### src/rtl/pc_exc_unit.sv
// pc_exc_unit: program counter register with branch qualification and exception entry
// that saves EPC and loads PC from a byte fetched at a fixed vector address.
module pc_exc_unit #(
  parameter logic [31:0] RESET_PC    = 32'h0000_0000,
  parameter int          MEM_LATENCY = 1,
  parameter logic [31:0] VEC_OPCODE  = 32'd253,
  parameter logic [31:0] VEC_OVF     = 32'd254,
  parameter logic [31:0] VEC_DIV     = 32'd255
) (
  input  logic        clk_i,
  input  logic        reset_i,
  input  logic [31:0] pc_next_i,
  input  logic        pc_write_i,
  input  logic        pc_write_cond_i,
  input  logic [1:0]  branch_type_i,
  input  logic        alu_zero_i,
  input  logic        alu_gt_i,
  input  logic        exc_opcode_i,
  input  logic        exc_overflow_i,
  input  logic        exc_divzero_i,
  input  logic [31:0] mem_rdata_i,
  output logic [31:0] pc_o,
  output logic [31:0] epc_o,
  output logic [1:0]  exc_cause_o,
  output logic        mem_rd_req_o,
  output logic [31:0] mem_addr_o,
  output logic        exc_busy_o
);
  localparam logic [2:0] LAT_M1 = 3'(MEM_LATENCY - 1);
  typedef enum logic [1:0] {IDLE, REQ, WAIT, LOAD} state_t;
  state_t      state_q, state_d;
  logic [2:0]  cnt_q, cnt_d;
  logic [31:0] pc_q, pc_d, epc_q, epc_d;
  logic [1:0]  cause_q, cause_d;
  logic        cond, take, exc_any;
  logic        unused_hi;
  assign unused_hi = ^mem_rdata_i[31:8];
  always_ff @(posedge clk_i or posedge reset_i) begin
    if (reset_i) begin
      state_q <= IDLE;
      cnt_q   <= '0;
      pc_q    <= RESET_PC;
      epc_q   <= '0;
      cause_q <= '0;
    end else begin
      state_q <= state_d;
      cnt_q   <= cnt_d;
      pc_q    <= pc_d;
      epc_q   <= epc_d;
      cause_q <= cause_d;
    end
  end
  always_comb begin
    cond    = branch_type_i[1] ? (branch_type_i[0] ? alu_gt_i : !alu_gt_i)
                               : (branch_type_i[0] ? !alu_zero_i : alu_zero_i);
    take    = pc_write_i | (pc_write_cond_i & cond);
    exc_any = exc_opcode_i | exc_overflow_i | exc_divzero_i;
    state_d = state_q;
    cnt_d   = cnt_q;
    pc_d    = pc_q;
    epc_d   = epc_q;
    cause_d = cause_q;
    case (state_q)
      IDLE: begin
        // exception entry takes precedence over any PC load in the same cycle
        if (exc_any) begin
          cause_d = exc_opcode_i ? 2'd1 : exc_overflow_i ? 2'd2 : 2'd3;
          epc_d   = pc_q - 32'd4;
          state_d = REQ;
        end else if (take) begin
          pc_d = pc_next_i;
        end
      end
      REQ: begin
        cnt_d   = LAT_M1;
        state_d = (MEM_LATENCY == 1) ? LOAD : WAIT;
      end
      WAIT: begin
        cnt_d   = cnt_q - 3'd1;
        state_d = (cnt_q == 3'd1) ? LOAD : WAIT;
      end
      LOAD: begin
        pc_d    = {24'b0, mem_rdata_i[7:0]};
        state_d = IDLE;
      end
    endcase
  end
  assign pc_o         = pc_q;
  assign epc_o        = epc_q;
  assign exc_cause_o  = cause_q;
  assign exc_busy_o   = state_q != IDLE;
  assign mem_rd_req_o = state_q == REQ;
  assign mem_addr_o   = !mem_rd_req_o ? 32'd0 :
                        cause_q == 2'd1 ? VEC_OPCODE :
                        cause_q == 2'd2 ? VEC_OVF : VEC_DIV;
endmodule

### config.mk
export PLATFORM = sky130hd
export DESIGN_NAME = pc_exc_unit
export DESIGN_NICKNAME = d
export VERILOG_FILES = /design/src/rtl/pc_exc_unit.sv
export SDC_FILE = /design/constraint.sdc
export NUM_CORES = 1
export LEC_CHECK = 0
export BUFFER_PORTS_ARGS = -buffer_cell sky130_fd_sc_hd__buf_2
export CAP_MARGIN = 10
export CORE_MARGIN = 2
export CORE_UTILIZATION = 50
export CTS_CLUSTER_SIZE = 10
export DETAILED_ROUTE_END_ITERATION = 10
export PLACE_DENSITY = 0.84
export SETUP_SLACK_MARGIN = 0.2
export SYNTH_ARGS = -nofsm -noshare
export SYNTH_HDL_FRONTEND = slang
export SYNTH_SLANG_ARGS = --single-unit
### constraint.sdc
create_clock -name clk_i -period 3.9 [get_ports clk_i]
set_clock_uncertainty 0.15 [all_clocks]
set_input_delay 0.585 -clock clk_i [delete_from_list [all_inputs] [get_ports clk_i]]
set_output_delay 0.585 -clock clk_i [all_outputs]
set_load 0.005 [all_outputs]
# --- Yosys cells after proc, flatten, opt, wreduce, memory -nomap -nowiden ---
# Cells that the tools add are included.
classes:
  n_reduce_logical: 8
  mux: 15
  add_sub_neg: 2
  n_bitwise: 4
  eq_ne: 9
op_table:
  columns: ["operator", "count"]
  rows:
  - ["$mux W32", 2]
  - ["$pmux W32 S2", 1]
  - ["$sub A32 B3 Y32 const B", 1]
  - ["$mux W8", 1]
  - ["$pmux W2 S4", 1]
  - ["$eq A2 B2 Y1 const B", 3]
  - ["$mux W1", 6]
  - ["$mux W2", 3]
  - ["$ne A2 B2 Y1 const B", 3]
  - ["$pmux W3 S2", 1]
  - ["$reduce_bool A2 Y1", 3]
  - ["$eq A2 B1 Y1 const B", 2]
  - ["$eq A3 B1 Y1 const B", 1]
  - ["$or A1 B1 Y1", 3]
  - ["$reduce_and A3 Y1", 1]
  - ["$sub A3 B1 Y3 const B", 1]
  - ["$logic_not A1 Y1", 2]
  - ["$logic_not A2 Y1", 1]
  - ["$reduce_and A2 Y1", 1]
  - ["$and A1 B1 Y1", 1]
word_totals:
  in_bits: 75
  reg_bits: 71
  output_inout_bits: 100
  wordCells: 43

# --- Logic depth before layout (Yosys ltp) ---
depth:
  word_depth: 8
  depth_mapped: 8
  ltp_nobuf: 7

# --- Worst setup path after synthesis ---
# Ideal clock, no wire load.
synth_path:
  path_type: "input to register"
  from: "in branch_type_i[1]"
  to: "reg pc_q[0], in the netlist pc_o[0]"
  t_arrival_ns: 2.080
  path_buffers: 1
  setup_slack_ns: 1.545
  stages: 6
  required_time_ns: 3.625
  setup_ns: 0.125
  path_cell_list: "and2_1 -> o21ai_0 -> a21boi_0 -> o31ai_1 -> clkbuf_1 -> mux2_2"
synth_between:
  elab_chain_cells: 5
synth_rtl:
  columns: ["element", "line_no", "rtl"]
  rows:
  - ["start, declared", "15", "input logic [1:0] branch_type_i,"]
  - ["$mux W1", "54", "cond = branch_type_i[1] ? (branch_type_i[0] ? alu_gt_i : !alu_gt_i)"]
  - ["$and A1 B1 Y1", "56", "take = pc_write_i | (pc_write_cond_i & cond);"]
  - ["$or A1 B1 Y1", "56", null]
  - ["$ne A2 B2 Y1 (no source line)", null, null]
  - ["$reduce_and A3 Y1 (no source line)", null, null]
  - ["end signal, assigned", "48", "pc_q <= pc_d;"]
  - ["end, declared", "33", "logic [31:0] pc_q, pc_d, epc_q, epc_d;"]
# No other way between the ends.
# A chain may end at the register's enable or synchronous reset.

# --- Final worst setup path ---
layout_path:
  from: "reg pc_q[7], in the netlist pc_o[7]"
  to: "reg epc_q[21], in the netlist epc_o[21]"
layout_between:
  elab_chain_cells: 1
layout_rtl:
  columns: ["element", "line_no", "rtl"]
  rows:
  - ["$sub A32 B3 Y32", "68", "epc_d = pc_q - 32'd4;"]
  - ["end signal, assigned", "49", "epc_q <= epc_d;"]
  - ["end, declared", "33", null]
# No other way between the ends.

==> results by group <==
Outcome
  • Outcome: finished, final reports clean

Placement
  • Hpwl dp: between 5000 and 6000 µm
  • PortBufs: roughly 130
  • Pre-CTS WS: around 1.2 ns
  • GPL Wtd Cong: about 0.75

STA
  • Worst-margin pin slew: about 0.9 ns
  • RSZ-0062 raised after global routing: no
  • F_max: ~400 MHz
  • Period utilization: around 64%
  • Period minus WS final: 2.51 ns
  • Slew margin rel.: between 40% and 50%
  • Worst hold slack: around 0.22 ns
  • Final hold viol count: 0
  • # setup viols final: 0
  • Slew Viols, Final: 0
  • Setup TNS: 0 ns
  • Worst setup margin: 1.39 ns

Clock network
  • CTS root buf: clkbuf_8
  • Clk Latency, worst-skew pair: about 0.33 ns
  • H-tree Lvls: 3
  • CTS tree: done
  • TritonCTS Buffers: 9
  • Reg clk slew, reported paths: 0.07 ns
  • Post-cts resize count: 0
  • CTS Buffer Depth: 2
  • Post-CTS setup buffers: 0
  • CTS sink count: about 70
  • Cts hold-fix bufs: 0

GRT
  • Gr ovfl total: 0
  • Number of global-route vias before repair: between 2000 and 3000
  • Largest net degree at the start of global routing: 67
  • Antenna violations before repair: 0
  • Gr usage total: between 10% and 20%
  • First-pass GRT wire length: approximately 12000 µm

Route
  • Drt via density: a little over 5
  • DRC: 0
  • Routed len/inst: around 13 µm
  • Iter 0 DRT Violations: 73
  • Antenna-violating nets left: 0
  • DRT Pass-1 Iters: 4
  • Drt total wl: ~7500 µm
  • Vias: approximately 2800

Synth
  • Async SR Flop Fraction: 100%
  • Synth unique cells: 40
  • Top cell type's share of synthesized area: 48.8%
  • Number of synthesized flops with an enable pin: 0
  • Syn Inst Count: roughly 340
  • Number of synthesized register bits: 71
  • Syn_area_per_cell: ~11 µm²
  • Synth Warn #: 0
  • Top-count cell post-synth: dfrtp_1
  • Syn Std Cell Area: ~0.0036 mm²
  • Area contributors post-synth: dfrtp_1 49%, buf_4 6.2%, a22o_1 5.3%, xnor2_1 5.1%, mux2_2 4.3%
  • Synth area leader: dfrtp_1
  • Post-synth top cells: 71 x dfrtp_1, 38 x nand2_1, 30 x buf_4, 30 x o21ai_0, 22 x a22o_1
  • Sequential area share after synthesis: ~49%
  • Most frequently used flop master after synthesis: dfrtp_1

Die
  • Initial Util: 51.0%
  • I/O pin total: around 180
  • Die Ht: roughly 89 µm
  • Core box area: about 0.0071 mm²
  • Chip Width: ~90 µm
  • Die footprint: 0.00798 mm²
  • Rows: 31

Worst setup path
  • CP startpoint: pc_o[7]
  • Startpoint types: register
  • CP Max Fanout: 9
  • Critical Path RT: ~4.0 ns
  • Worst reg2reg path startpoint: pc_o[7]
  • CP Data Arrival Time: 2.56 ns
  • CP Capture Type: register
  • Critical path type: register to register

Finish
  • Diodes inserted: 0
  • Filler cells: 616
  • Final nets: between 500 and 600
  • Layout area overhead: 21.8%
  • Final Core Density: slightly above 60%
  • Fraction of layout cells with a size suffix above 1: 37.8%

Power
  • Worst vdd ir: ~380 µV
  • Pwr Total: around 0.0031 W
  • Power Dens Cells: ~700 mW/mm²
  • Leak pwr: ~2.2 nW

Min path
  • Hold Crit Class: input port to asynchronous set/reset pin

Job
  • Maxcap violations: 0
-- worst max-delay path, stage by stage (launching register included) --
cell	delay, ns
dfrtp_1	0.47
nor4_1	0.60
nand4_2	0.48
nor4_1	0.43
xnor2_1	0.19
o21ai_2	0.07
-- metrics by stage --
stage,cell area (µm²),std cells
final,4430,562
after global routing,4430,562
after CTS,4430,562
after detailed placement,4250,547
after global placement,4250,547
after floorplan,3730,362
-- metal layers --
metal	track usage, %	up-vias	part of all wire [%]
met2	33.1	84	53
met3	3.60	12	4.8
met5	0	-	0
met1	22.3	1353	41
li1	-	1376	-
met4	8.82	0	1.7
-- flip-flops by register name, indices dropped and copies added, names as in the netlist --
name	count
cnt_q	3
epc_o	32
exc_cause_o	2
pc_o	32
state_q	2
-- final timing paths --
kind | end | slack, ns | cells past startpoint
max | epc_o[21] | 1.39 | 5
min | pc_o[19] | 0.22 | 2
max reg2reg | epc_o[21] | 1.39 | 5
min reg2reg | epc_o[14] | 0.32 | 2
max in group asynchronous | epc_o[8] | 2.44 | 3
min in group clk_i | pc_o[24] | 0.32 | 2
-- where the power goes --
part | internal (W) | switching, W
sequential | 0.000985 | 0.000207
combinational | 0.000612 | 0.000738
clock | 0.000290 | 0.000253
-- final cells by class --
type                       count  area, µm²  area share [%]
clock buffer                  11        131            2.96
tap                           99        124            2.79
sequential                    71       1780            40.1
clock inverter                 4       47.5            1.07
timing repair buffer         130        661            14.9
inverter                      10       37.5           0.847
multi-input combinational    237       1660            37.3
-- placed cells by master (no fill, tap or decap), types with 2 or more instances in the layout --
master	count
buf_2	126
dfrtp_1	71
nand2_1	38
o21ai_0	30
conb_1	24
a22o_1	22
xnor2_1	21
mux2_2	14
nor2_1	11
inv_1	9
clkbuf_8	9
nor3_1	8
xor2_1	7
ha_1	7
o21ai_1	6
or4_1	4
nor4_4	4
mux2i_1	4
buf_4	4
or3_1	3
o21a_1	3
nand3_1	3
nor4_1	3
and2_1	2
a21boi_0	2
o31ai_4	2
a22o_2	2
nor2b_1	2
or4_4	2
o21ai_2	2
nor3_2	2
a21oi_1	2
clkbuf_1	2
clkinv_2	2
-- cells by family (layout without fill, tap and decap cells) --
group,count (synthesis),after routing,synth area share [%]
other,1,24,0.103
muxes,18,18,5.43
adders and majority gates,7,7,2.41
buffers and inverters,54,155,8.87
and+or+nand+nor,89,89,14.7
DFF,71,71,48.8
xor gates and xnor gates,28,28,6.74
AOI/OAI and AO/OA,71,71,13.0
No activity file was read; power rests on OpenSTA's default activity.
